<file path="config.mk">
export PLATFORM = sky130hd
export DESIGN_NAME = spi_txn_sched
export DESIGN_NICKNAME = d
export VERILOG_FILES = /design/src/rtl/spi_sched_pkg.sv /design/src/rtl/spi_txn_sched_rr_arb2.sv /design/src/rtl/spi_txn_sched.sv
export SDC_FILE = /design/constraint.sdc
export NUM_CORES = 1
export LEC_CHECK = 0
export ABC_AREA = 1
export BUFFER_PORTS_ARGS = -buffer_cell sky130_fd_sc_hd__buf_2
export CAP_MARGIN = 0
export CORE_UTILIZATION = 56
export DETAILED_ROUTE_END_ITERATION = 10
export PLACE_DENSITY_LB_ADDON = 0.2
export SLEW_MARGIN = 30
export SYNTH_ARGS = -nofsm -noshare
export SYNTH_HDL_FRONTEND = slang
export SYNTH_SLANG_ARGS = --single-unit
</file>
<file path="constraint.sdc">
create_clock -name clk -period 2.43 [get_ports clk]
set_input_delay 0.243 -clock clk [delete_from_list [all_inputs] [get_ports clk]]
set_output_delay 0.243 -clock clk [all_outputs]
set_load 0.005 [all_outputs]
</file>
<file path="src/rtl/spi_sched_pkg.sv">
// spi_sched_pkg
// Shared types and constants for the SPI transaction scheduler.
//   sched_state_e : scheduler FSM states
//   RW_BIT        : bit position of the read/write flag in the address byte
//   ADDR_MASK     : mask of the register-address field in the address byte
//   READ_DUMMY    : byte shifted out during the data frame of a read
//   addr_byte()   : builds the address byte {rw, 5'b0, addr}
//   grant_onehot(): converts a requester index to a 2-bit one-hot vector
package spi_sched_pkg;

    typedef enum logic [2:0] {
        ST_IDLE    = 3'd0,
        ST_SETUP_A = 3'd1,
        ST_WAIT_A  = 3'd2,
        ST_GAP     = 3'd3,
        ST_SETUP_D = 3'd4,
        ST_WAIT_D  = 3'd5,
        ST_TAIL    = 3'd6
    } sched_state_e;

    localparam int         RW_BIT     = 7;
    localparam logic [7:0] ADDR_MASK  = 8'h03;
    localparam logic [7:0] READ_DUMMY = 8'h00;

    function automatic logic [7:0] addr_byte(input logic wr, input logic [1:0] addr);
        logic [7:0] b;
        b         = {6'b000000, addr} & ADDR_MASK;
        b[RW_BIT] = wr;
        return b;
    endfunction

    function automatic logic [1:0] grant_onehot(input logic idx);
        return idx ? 2'b10 : 2'b01;
    endfunction

endpackage

</file>
<file path="src/rtl/spi_txn_sched_rr_arb2.sv">
// rr_arb2
// Two-way round-robin arbiter. The grant is combinational from the request
// vector; the last_grant register advances only when the grant is taken.
// After reset last_grant is 1, so requester 0 wins the first tie.
// Ports:
//   clk    : system clock
//   reset  : synchronous active-low reset
//   req    : request vector, bit i = requester i
//   update : grant is being accepted this cycle; record it as last_grant
//   grant  : index of the winning requester (meaningful when valid)
//   valid  : at least one requester is asking
module rr_arb2 (
    input  logic       clk,
    input  logic       reset,
    input  logic [1:0] req,
    input  logic       update,
    output logic       grant,
    output logic       valid
);

    logic last_grant_r;

    // Pick the sole requester, or the one not served last time on a tie.
    always_comb begin
        grant = 1'b0;
        case (req)
            2'b01:   grant = 1'b0;
            2'b10:   grant = 1'b1;
            2'b11:   grant = ~last_grant_r;
            default: grant = 1'b0;
        endcase
    end

    assign valid = |req;

    // Remember who was served so the next tie goes the other way.
    always_ff @(posedge clk) begin
        if (!reset) begin
            last_grant_r <= 1'b1;
        end else if (update) begin
            last_grant_r <= grant;
        end else begin
            last_grant_r <= last_grant_r;
        end
    end

endmodule

</file>
<file path="src/rtl/spi_txn_sched.sv">
// spi_txn_sched
// Two-requester register-access scheduler in front of a byte-level SPI master
// engine. Each access is two SS frames: address byte {rw,5'b0,addr}, an SS-high
// gap, then the data byte (write data, or a dummy byte for reads), followed by
// an SS-high tail so back-to-back accesses always see the full gap.
// Optional feature macro: SPI_TIMEOUT_EN -- adds an m_done watchdog of
// TIMEOUT_CYCLES in the WAIT states that completes the access with rsp_err=1.
// Ports:
//   clk, reset            : clock, synchronous active-low reset
//   req_valid/wr/addr/wdata: per-requester request fields (packed, requester 1 high)
//   req_ready             : one-cycle accept pulse to the granted requester
//   rsp_valid             : one-cycle completion pulse to the owning requester
//   rsp_rdata, rsp_err    : read data / timeout flag, held between pulses
//   busy                  : high whenever the scheduler is not IDLE
//   m_start, m_tx_data    : byte-start pulse and byte to the master engine
//   m_done, m_rx_data     : byte-complete pulse and received byte from the engine
//   ss_n                  : active-low slave select
module spi_txn_sched
    import spi_sched_pkg::*;
#(
    parameter int SETUP_CYCLES   = 4,
    parameter int GAP_CYCLES     = 50,
    parameter int TIMEOUT_CYCLES = 1024
) (
    input  logic        clk,
    input  logic        reset,
    input  logic [1:0]  req_valid,
    input  logic [1:0]  req_wr,
    input  logic [3:0]  req_addr,
    input  logic [15:0] req_wdata,
    output logic [1:0]  req_ready,
    output logic [1:0]  rsp_valid,
    output logic [7:0]  rsp_rdata,
    output logic        rsp_err,
    output logic        busy,
    output logic        m_start,
    output logic [7:0]  m_tx_data,
    input  logic        m_done,
    input  logic [7:0]  m_rx_data,
    output logic        ss_n
);

    localparam int CNT_MAX_SG = (SETUP_CYCLES > GAP_CYCLES) ? SETUP_CYCLES : GAP_CYCLES;
    localparam int CNT_MAX    = (TIMEOUT_CYCLES > CNT_MAX_SG) ? TIMEOUT_CYCLES : CNT_MAX_SG;
    localparam int CNT_W      = $clog2(CNT_MAX + 1);

    localparam logic [CNT_W-1:0] CNT_ZERO  = {CNT_W{1'b0}};
    localparam logic [CNT_W-1:0] CNT_ONE   = CNT_W'(1);
    localparam logic [CNT_W-1:0] CNT_TOP   = CNT_W'(CNT_MAX);
    localparam logic [CNT_W-1:0] SETUP_END = CNT_W'(SETUP_CYCLES);
    // ss_n only follows the state one cycle later, so the first SETUP_D cycle
    // still shows ss_n high; leaving GAP one cycle early keeps the SS-high
    // gap between frames at exactly GAP_CYCLES. The same end point in TAIL
    // plus the IDLE/accept cycles gives at least GAP_CYCLES between accesses.
    localparam logic [CNT_W-1:0] GAP_END   = CNT_W'(GAP_CYCLES - 2);
`ifdef SPI_TIMEOUT_EN
    localparam logic [CNT_W-1:0] TIMEOUT_END = CNT_W'(TIMEOUT_CYCLES - 1);
`endif

    sched_state_e     state_r;
    logic [CNT_W-1:0] cnt_r;
    logic             grant_r;
    logic             wr_r;
    logic [1:0]       addr_r;
    logic [7:0]       wdata_r;

    logic             grant_s;
    logic             arb_valid_s;
    logic             accept_s;
    logic             sel_wr_s;
    logic [1:0]       sel_addr_s;
    logic [7:0]       sel_wdata_s;

    assign accept_s = (state_r == ST_IDLE) && arb_valid_s;

    rr_arb2 u_arb (
        .clk    (clk),
        .reset  (reset),
        .req    (req_valid),
        .update (accept_s),
        .grant  (grant_s),
        .valid  (arb_valid_s)
    );

    // Select the request fields of the requester the arbiter picked.
    always_comb begin
        sel_wr_s    = 1'b0;
        sel_addr_s  = 2'b00;
        sel_wdata_s = 8'h00;
        if (grant_s) begin
            sel_wr_s    = req_wr[1];
            sel_addr_s  = req_addr[3:2];
            sel_wdata_s = req_wdata[15:8];
        end else begin
            sel_wr_s    = req_wr[0];
            sel_addr_s  = req_addr[1:0];
            sel_wdata_s = req_wdata[7:0];
        end
    end

    // Scheduler FSM: sequences both SS frames and drives all registered outputs.
    always_ff @(posedge clk) begin
        if (!reset) begin
            state_r   <= ST_IDLE;
            cnt_r     <= CNT_ZERO;
            grant_r   <= 1'b0;
            wr_r      <= 1'b0;
            addr_r    <= 2'b00;
            wdata_r   <= 8'h00;
            ss_n      <= 1'b1;
            m_start   <= 1'b0;
            m_tx_data <= 8'h00;
            req_ready <= 2'b00;
            rsp_valid <= 2'b00;
            rsp_rdata <= 8'h00;
            rsp_err   <= 1'b0;
            busy      <= 1'b0;
        end else begin
            req_ready <= 2'b00;
            rsp_valid <= 2'b00;
            m_start   <= 1'b0;
            // Saturating count; every state change below clears it.
            if (cnt_r != CNT_TOP) begin
                cnt_r <= cnt_r + CNT_ONE;
            end else begin
                cnt_r <= cnt_r;
            end

            case (state_r)
                ST_IDLE: begin
                    ss_n <= 1'b1;
                    if (arb_valid_s) begin
                        req_ready <= grant_onehot(grant_s);
                        grant_r   <= grant_s;
                        wr_r      <= sel_wr_s;
                        addr_r    <= sel_addr_s;
                        wdata_r   <= sel_wdata_s;
                        busy      <= 1'b1;
                        state_r   <= ST_SETUP_A;
                        cnt_r     <= CNT_ZERO;
                    end else begin
                        busy      <= 1'b0;
                    end
                end

                ST_SETUP_A: begin
                    ss_n <= 1'b0;
                    if (cnt_r == SETUP_END) begin
                        m_start   <= 1'b1;
                        m_tx_data <= addr_byte(wr_r, addr_r);
                        state_r   <= ST_WAIT_A;
                        cnt_r     <= CNT_ZERO;
                    end else begin
                        state_r   <= ST_SETUP_A;
                    end
                end

                ST_WAIT_A: begin
                    ss_n <= 1'b0;
                    // The byte received during the address frame carries no data.
                    if (m_done) begin
                        ss_n    <= 1'b1;
                        state_r <= ST_GAP;
                        cnt_r   <= CNT_ZERO;
                    end
`ifdef SPI_TIMEOUT_EN
                    else if (cnt_r == TIMEOUT_END) begin
                        ss_n      <= 1'b1;
                        rsp_valid <= grant_onehot(grant_r);
                        rsp_rdata <= 8'h00;
                        rsp_err   <= 1'b1;
                        state_r   <= ST_TAIL;
                        cnt_r     <= CNT_ZERO;
                    end
`endif
                    else begin
                        state_r <= ST_WAIT_A;
                    end
                end

                ST_GAP: begin
                    ss_n <= 1'b1;
                    if (cnt_r == GAP_END) begin
                        state_r <= ST_SETUP_D;
                        cnt_r   <= CNT_ZERO;
                    end else begin
                        state_r <= ST_GAP;
                    end
                end

                ST_SETUP_D: begin
                    ss_n <= 1'b0;
                    if (cnt_r == SETUP_END) begin
                        m_start   <= 1'b1;
                        m_tx_data <= wr_r ? wdata_r : READ_DUMMY;
                        state_r   <= ST_WAIT_D;
                        cnt_r     <= CNT_ZERO;
                    end else begin
                        state_r   <= ST_SETUP_D;
                    end
                end

                ST_WAIT_D: begin
                    ss_n <= 1'b0;
                    if (m_done) begin
                        ss_n      <= 1'b1;
                        rsp_valid <= grant_onehot(grant_r);
                        rsp_rdata <= wr_r ? 8'h00 : m_rx_data;
                        rsp_err   <= 1'b0;
                        state_r   <= ST_TAIL;
                        cnt_r     <= CNT_ZERO;
                    end
`ifdef SPI_TIMEOUT_EN
                    else if (cnt_r == TIMEOUT_END) begin
                        ss_n      <= 1'b1;
                        rsp_valid <= grant_onehot(grant_r);
                        rsp_rdata <= 8'h00;
                        rsp_err   <= 1'b1;
                        state_r   <= ST_TAIL;
                        cnt_r     <= CNT_ZERO;
                    end
`endif
                    else begin
                        state_r <= ST_WAIT_D;
                    end
                end

                ST_TAIL: begin
                    ss_n <= 1'b1;
                    if (cnt_r == GAP_END) begin
                        busy    <= 1'b0;
                        state_r <= ST_IDLE;
                        cnt_r   <= CNT_ZERO;
                    end else begin
                        state_r <= ST_TAIL;
                    end
                end

                default: begin
                    ss_n    <= 1'b1;
                    busy    <= 1'b0;
                    state_r <= ST_IDLE;
                    cnt_r   <= CNT_ZERO;
                end
            endcase
        end
    end

endmodule

</file>
Yosys cells after proc, flatten, opt, wreduce, memory -nomap -nowiden
Index checks and enable logic that the tools add are counted.
- add/subtract/negate cells: 1
- equality and inequality tests: 15
- mux-type cells: 31
- bitwise operators: 2
- reduce and logical (&&, ||, !) cells: 15
- operators with widths (kind ; count):
    $mux W11 ; 5
    $pmux W11 S4 ; 1
    $mux W8 ; 5
    $pmux W3 S7 ; 1
    $pmux W8 S2 ; 1
    $add A11 B1 Y11 const B ; 1
    $eq A11 B3 Y1 const B ; 1
    $eq A11 B6 Y1 const B ; 1
    $ne A11 B11 Y1 const B ; 1
    $mux W2 ; 5
    $eq A3 B3 Y1 const B ; 3
    $mux W3 ; 3
    $reduce_and A3 Y1 ; 3
    $ne A2 B2 Y1 const B ; 4
    $reduce_and A2 Y1 ; 4
    $reduce_or A2 Y1 ; 4
    $mux W1 ; 7
    $eq A3 B2 Y1 const B ; 2
    $reduce_or A5 Y1 ; 1
    $eq A2 B2 Y1 const B ; 2
    $pmux W1 S2 ; 2
    $eq A3 B1 Y1 const B ; 1
    $logic_not A3 Y1 ; 1
    $pmux W1 S3 ; 1
    3 further kinds ; 4
- flip-flop bits (word level): 50
- output and inout port bits: 24

Longest topological paths before layout
Gate-level depths: netlist (run 1).
- word-level depth: 4
- mapped depth: 10
- mapped depth without buffers: 9

Hierarchy
A second synthesis (run 1) with hierarchy kept.
- cell total of the unflattened synthesis: 327
- area total of the unflattened synthesis: 2357.3 sq um
- by module, submodules not included (module ; instances ; cells each ; area each (sq um)):
    spi_txn_sched ; 1 ; 318 ; 2298.5
    rr_arb2 ; 1 ; 9 ; 58.8

Worst setup path before layout (run 1)
Ideal clock, no wire load.
- kind: flip-flop to flip-flop
- start point: register cnt_r[0]
- end point: register cnt_r[1]
- library setup time: 0.124 ns
- arrival time: 1.299 ns
- slack: 1.007 ns
- cell stages (with the launch flop): 11
- buffers on the path: 1
- cell sequence: dfxtp_1 inv_1 ha_1 nand3_1 nor2_1 nand2_1 o21ai_4 nand3_2 nand2_2 buf_6 nor2_4
- longest elaborated chain between the ends: 4
- RTL lines (what ; line ; source):
    from (decl) ; spi_txn_sched.sv:61 ; logic [CNT_W-1:0] cnt_r;
    from (signal assigned) ; spi_txn_sched.sv:124 ; cnt_r <= cnt_r + CNT_ONE;
    from (signal assigned) ; spi_txn_sched.sv:126 ; cnt_r <= cnt_r;
    $add A11 B1 Y11 or $ne A11 B11 Y1 (tied branches) ; spi_txn_sched.sv:124, spi_txn_sched.sv:123 ;
    $mux W11 ; spi_txn_sched.sv:123 ; if (cnt_r != CNT_TOP) begin
    $mux W11 (on tied branches) ; n/a ;
    $pmux W11 S4 (*) ; spi_txn_sched.sv:129 ; case (state_r)
Every way passes the cells marked *; elsewhere a longest branch is shown, timed or not.
A chain may end at the register's enable or synchronous reset.

Final worst setup path (run 1)
- start point: register cnt_r[0]
- end point: register cnt_r[10]
Same word-level chain as after synthesis.

==> results.tsv, run 1 <==
metric	value	unit
grt_busiest_layer	met2	
postCtsSetupRepairBufs	0	
grt.met1_usage	29.0	%
largest_family_of_logic_cells_by_synthesized_area	simple AND/OR/NAND/NOR gates	
number_of_antenna_violations_at_the_first_check_in_global_routing	0	
synth-seq-area-share	43.3	%
finalMaxSlewViolations	0	
tns_setup	0	ns
remaining_drc_errors	0	
global_route.overflow_total	0	
synthXorXnorAreaFrac	3.03	%
compound_gate_fraction_of_synth_area	14.3	%
worst_case_setup_slack_after_placement	0.777	ns
syn_nets	346	
worst_skew_pair.late_latency	0.29	ns
cts_inserted_buffers	5	
crit_arrival	1.84	ns
fmaxAchievable	598	MHz
postSynthRegisterBits	50	
post_route_cells_drive_above_1_share	28.1	%
final.period_utilization	68.8	%
clock_sinks	50	
fin_cells	411	
hold_violations	0	
globalRouteMet2Util	40.3	%
cts_resized	0	
ys_warn_count	0	
layout_setup_ws	0.759	ns
setup.reg_to_reg.worst_slack	0.76	ns
drt_wl_total	4680	um
synthSimpleGateAreaFrac	30.8	%
diodes	0	
cts-root-buf	sky130_fd_sc_hd__clkbuf_8	
grtUsageTotal	23.9	%
timing.hold.worst.class	primary input to flop	
die_width	66.3	um
netlist-cell-type-count	31	
synthCells	309	
drt_pass1_iterations	4	
dpl.hpwl	3450	um
number_of_vias_in_the_routed_layout	2144	
clk_pin_slew	0.08	ns
first_iter_violations	121	
outcome	finished clean	
placed_cells_incl_taps	405	
io_pins	59	
grt_first_pass_wirelength	8200	um
placeableCoreArea	3800	um2
rows	22	
cts_hold_buffers	0	
cp.required	2.60	ns
vias_per_cell	5.22	
globalplace.congestion	0.867	
synthesized_area_fraction_occupied_by_adder_cells	1.08	%
path_max_fanout	11	
chipHeight	66.3	um
timing.critical_path.to_type	flop	
fillerInstances	334	
first_global_vias	2006	
count_of_antenna_violating_nets_left_after_detailed_routing	0	
finalNetCount	401	
grt_setup_unrepaired	no	
syn_area_per_cell	7.49	um2
wl_per_cell	11.4	um
area_growth	16.5	%
synth_mux_area_share	0	%
cts.path.max_buffers	2	
leakage	1.23	nW
finalCoreUtilization	70.9	%
syn-cell-area	2310	um2
finalClockSkew	0.00441	ns
htree_levels	2	
crit_type	flop to flop	
critical_path.startpoint_type	flop	
die_area	4390	um2
cap_viol_max_count	0	
i_o_buffers	57	
grt_start_max_net_pins	30	
grt.met3_usage	5.17	%
p_per_area	564	nW/um2
cts_tree	done	
setup_viol	0	
fin_worst_hold_slack	0.199	ns
floorplan.initialDensity	60.9	%
timing.final.crit_period	1.67	ns
vdd.ir_drop.worst	0.361	mV
through the flow:
step / area (um2) / power (mW)
after floorplan: 2310 / 1.02
after global placement: 2610 / 1.08
after detailed placement: 2610 / 1.08
after CTS: 2700 / 1.53
after global routing: 2700 / 1.61
final: 2700 / 1.52
worst paths after layout:
path,startpoint,to,depth (start not counted)
worst min register to register,grant_r,rsp_valid[0],1
worst min-delay path,req_addr[3],addr_r[1],3
worst max-delay path,cnt_r[0],cnt_r[10],9
worst max register to register,cnt_r[0],cnt_r[10],9
sequential cells by signal (all words and copies together), names as in the netlist, 2 cells and up:
signal     flops
cnt_r         11
m_tx_data      8
rsp_rdata      8
wdata_r        8
state_r        3
addr_r         2
req_ready      2
rsp_valid      2
power breakdown:
group	internal, mW	leakage (nW)	switching [mW]
clock	0.220	0.0431	0.236
combinational	0.0712	0.779	0.121
sequential	0.853	0.407	0.0185
cells in the mapped netlist (all sizes together):
library cell / n / area share (%)
buf: 5 / 1.5
ha: 2 / 1.1
clkinv: 1 / 0.16
nand4: 2 / 0.54
o211ai: 1 / 0.32
nor3: 3 / 0.87
inv: 30 / 4.9
nand2: 69 / 12
clkbuf: 5 / 0.81
o21ai: 28 / 6.5
xor2: 8 / 3.0
conb: 1 / 0.16
nand3: 31 / 8.3
o31ai: 1 / 0.32
a21oi: 32 / 7.1
nor3b: 1 / 0.32
nor2: 39 / 9.0
dfxtp: 50 / 43
area by class of cell:
type	instances	area, um2	area share [%]
inverter	31	116	4.32
tap	48	60.1	2.23
timing repair buffer	58	293	10.9
multi-input combinational	218	1140	42.4
sequential	50	1000	37.1
clock buffer	6	82.6	3.06
per-layer routing:
layer	part of all wire [%]	vias up
met5	0	-
met4	1.2	0
met3	5.0	7
met2	48	64
met1	46	966
li1	-	1107
worst max-delay path: stages, from the launching register on:
cell                      delay (ns)
sky130_fd_sc_hd__dfxtp_1        0.33
sky130_fd_sc_hd__inv_1          0.11
sky130_fd_sc_hd__ha_1           0.19
sky130_fd_sc_hd__nand3_2        0.11
sky130_fd_sc_hd__nor2_4         0.18
sky130_fd_sc_hd__nand2_1        0.11
sky130_fd_sc_hd__nand2_1        0.10
sky130_fd_sc_hd__nand3_2        0.08
sky130_fd_sc_hd__nand2_2        0.28
sky130_fd_sc_hd__nor2_1         0.08
layout by cell type, fill, tap and decap left out, drive strengths merged:
master	Yosys	layout
nor2	39	39
nand4	2	2
nor3b	1	1
nor3	3	3
ha	2	2
clkbuf	5	6
xor2	8	8
a21oi	32	32
inv	30	30
nand3	31	31
conb	1	1
nand2	69	69
o21ai	28	28
o211ai	1	1
dfxtp	50	50
clkinv	1	1
o31ai	1	1
buf	5	58
logic make-up after synthesis:
kind of cell | after synthesis
buf+inv | 41
xor+xnor | 8
simple gates | 145
flops | 50
fa+ha+maj | 2
compound gates | 62
other cells | 1
Note: power is estimated with default switching activity, not from simulation.
==> run 2, diff against run 1 <==
--- a/config.mk
+++ b/config.mk
@@ -8,7 +8,7 @@
 export ABC_AREA = 1
 export BUFFER_PORTS_ARGS = -buffer_cell sky130_fd_sc_hd__buf_2
 export CAP_MARGIN = 0
-export CORE_UTILIZATION = 56
+export CORE_UTILIZATION = 47
 export DETAILED_ROUTE_END_ITERATION = 10
 export PLACE_DENSITY_LB_ADDON = 0.2
 export SLEW_MARGIN = 30
==> constraint.sdc (replaced) <==
create_clock -name clk -period 1.41 [get_ports clk]
set_input_delay 0.141 -clock clk [delete_from_list [all_inputs] [get_ports clk]]
set_output_delay 0.141 -clock clk [all_outputs]
set_load 0.005 [all_outputs]
==> run 2 against run 1 <==
The flow now finishes with violations (negative setup slack). Register-to-register slack got worse by 0.78 ns. Final cell count is 9.2% higher. First-iteration DRC count shrank 59%. Fmax is 17% higher. Global-route usage decreased by 4.3 points. Utilization fell by 8.1 points. Count of clock-buffer cells in the layout unchanged. Largest cell class unchanged.
==> results.tsv, run 2 (synthesis gave the netlist of run 1 again) <==
metric	value	unit
outcome	finished, violations left	
htree_levels	2	
diodes	0	
clk_pin_slew	0.08	ns
die_area	5210	um2
largest_reg_flops	11	
finalClockSkew	0.00430	ns
finalNetCount	419	
regMostFlops	cnt_r	
dpl.hpwl	3770	um
min_from	req_wdata[6]	
final.period_utilization	101	%
drt_wl_total	5000	um
setup.worst_path.start	cnt_r[0]	
grt_start_max_net_pins	17	
cts-root-buf	sky130_fd_sc_hd__clkbuf_8	
globalplace.congestion	0.872	
crit_type	flop to flop	
global_route.overflow_total	0	
final_cell_mix	sky130_fd_sc_hd__nand2_1 (61), sky130_fd_sc_hd__buf_2 (57), sky130_fd_sc_hd__dfxtp_1 (47)	
chipHeight	72.2	um
hold_violations	0	
vias_per_cell	4.75	
fmaxAchievable	700	MHz
cts_inserted_buffers	5	
timing.critical_path.slowest_cell_delay	0.33	ns
hold_path_end	wdata_r[6]	
failed_checks	negative setup slack	
grt_first_pass_wirelength	7890	um
setup_viol	11	
cap_viol_max_count	0	
area.sequential	1000	um2
number_of_antenna_violations_at_the_first_check_in_global_routing	0	
vdd.ir_drop.worst	0.607	mV
io_pins	59	
cp.required	1.61	ns
first_iter_violations	50	
layout_setup_ws	-0.0195	ns
timing.final.crit_period	1.43	ns
timing.critical_path.slowest_stage_cell	sky130_fd_sc_hd__dfxtp_2	
cts_hold_buffers	0	
wl_per_cell	11.1	um
drt_pass1_iterations	4	
post_route_cells_drive_above_1_share	35.3	%
multi_input_comb_area	1190	um2
grt_setup_unrepaired	yes	
timing.reg2reg.worst_path_depth	10	
timing.critical_path.to_type	flop	
reg2reg_from	cnt_r[0]	
cts.path.max_buffers	2	
clock_sinks	50	
placeableCoreArea	4720	um2
series_of_cell_instances_along_the_critical_path	inv_2 -> ha_4 -> nand3_2 -> nor2_2 -> nand2_2 -> o21ai_4 -> nand3_2 -> nand2_4 -> clkbuf_16 -> nor2_2	
fillerInstances	442	
number_of_vias_in_the_routed_layout	2133	
critical_path_buf_inv_count	2	
leakage	1.35	nW
area_growth	28.2	%
cts_tree	done	
layout_commonest_cell	sky130_fd_sc_hd__nand2_1	
cp_top_family	simple AND/OR/NAND/NOR gates	
grtUsageTotal	19.5	%
finalCoreUtilization	62.8	%
die_width	72.2	um
rows	25	
count_of_antenna_violating_nets_left_after_detailed_routing	0	
p_per_area	981	nW/um2
setup.reg_to_reg.worst_slack	-0.02	ns
critical_path.startpoint_type	flop	
r2r_end	cnt_r[6]	
path_max_fanout	5	
crit_arrival	1.63	ns
fin_area	2970	um2
finalMaxSlewViolations	0	
remaining_drc_errors	0	
floorplan.initialDensity	49.0	%
first_global_vias	1866	
timing.hold.worst.class	primary input to flop	
i_o_buffers	57	
detailed_place.area	2770	um2
worst_skew_pair.late_latency	0.30	ns
worst_hold_path.num_cells	3	
worst_case_setup_slack_after_placement	-0.0608	ns
run 2: cell count changes in the layout (fill, tap and decap cells not counted), moves of 2 or more:
cell                      previous run  this run
sky130_fd_sc_hd__nand3_2             5         7
sky130_fd_sc_hd__inv_2               7         9
sky130_fd_sc_hd__nand3_1            25        23
sky130_fd_sc_hd__dfxtp_1            50        47
sky130_fd_sc_hd__buf_4               1        17
sky130_fd_sc_hd__nand2_4             0         2
sky130_fd_sc_hd__nand2_1            64        61
sky130_fd_sc_hd__nor2_1             22        20
sky130_fd_sc_hd__inv_1              23        21
sky130_fd_sc_hd__nor2_2             13        15
sky130_fd_sc_hd__dfxtp_2             0         3
run 2: cell type report:
type | count | area share (%)
clock inverter | 1 | 1.01
multi-input combinational | 218 | 40.2
clock buffer | 6 | 2.78
timing repair buffer | 76 | 15.4
tap | 67 | 2.83
sequential | 50 | 33.9
inverter | 31 | 3.92
run 2: how the worst max path moves through the flow:
stage / to / slack [ns] / cells after the start
floorplan: cnt_r[1] / 0.005 / 10
CTS: cnt_r[10] / -0.03 / 10
detailed placement: cnt_r[10] / -0.06 / 10
global route: cnt_r[9] / -0.07 / 10
global placement: cnt_r[10] / 0.001 / 10
finish: cnt_r[6] / -0.02 / 10
run 2: worst reg2reg max path, cell delays in order (launching register included):
cell and delay, ns:
sky130_fd_sc_hd__dfxtp_2 0.33, sky130_fd_sc_hd__inv_2 0.07, sky130_fd_sc_hd__ha_4 0.14, sky130_fd_sc_hd__nand3_2 0.09, sky130_fd_sc_hd__nor2_2 0.14, sky130_fd_sc_hd__nand2_2 0.09
sky130_fd_sc_hd__o21ai_4 0.07, sky130_fd_sc_hd__nand3_2 0.11, sky130_fd_sc_hd__nand2_4 0.10, sky130_fd_sc_hd__clkbuf_16 0.15, sky130_fd_sc_hd__nor2_2 0.03
run 2: stage by stage:
| step | TNS [ns] | hold WS [ns] | std cells | power (mW) |
|---|---|---|---|---|
| final | -0.111 | 0.0829 | 449 | 2.91 |
| after CTS | -0.170 | 0.0744 | 446 | 2.92 |
| after detailed placement | -0.556 | 0.397 | 439 | 1.91 |
| after global routing | -1.11 | 0.0728 | 449 | 3.06 |
| after floorplan | 0 | 0.288 | 309 | 1.77 |
| after global placement | 0 | 0.400 | 439 | 1.90 |
run 2: what timing repair did:
action,CTS,global route
pin swaps,2,10
endpoints found under the setup margin,15,24
gates resized for setup,2,13
buffers inserted,0,2
gates cloned,0,1
run 2: per-layer routing:
metal	track usage [%]	routed length, um
met5	0	0
met4	8.71	93
met3	5.00	165
met2	31.5	2320
met1	24.6	2420
run 2: power by group:
part	internal [mW]	switching, mW
Clock	0.568	0.446
Combinational	0.171	0.223
Sequential	1.47	0.0325
Total	2.21	0.702
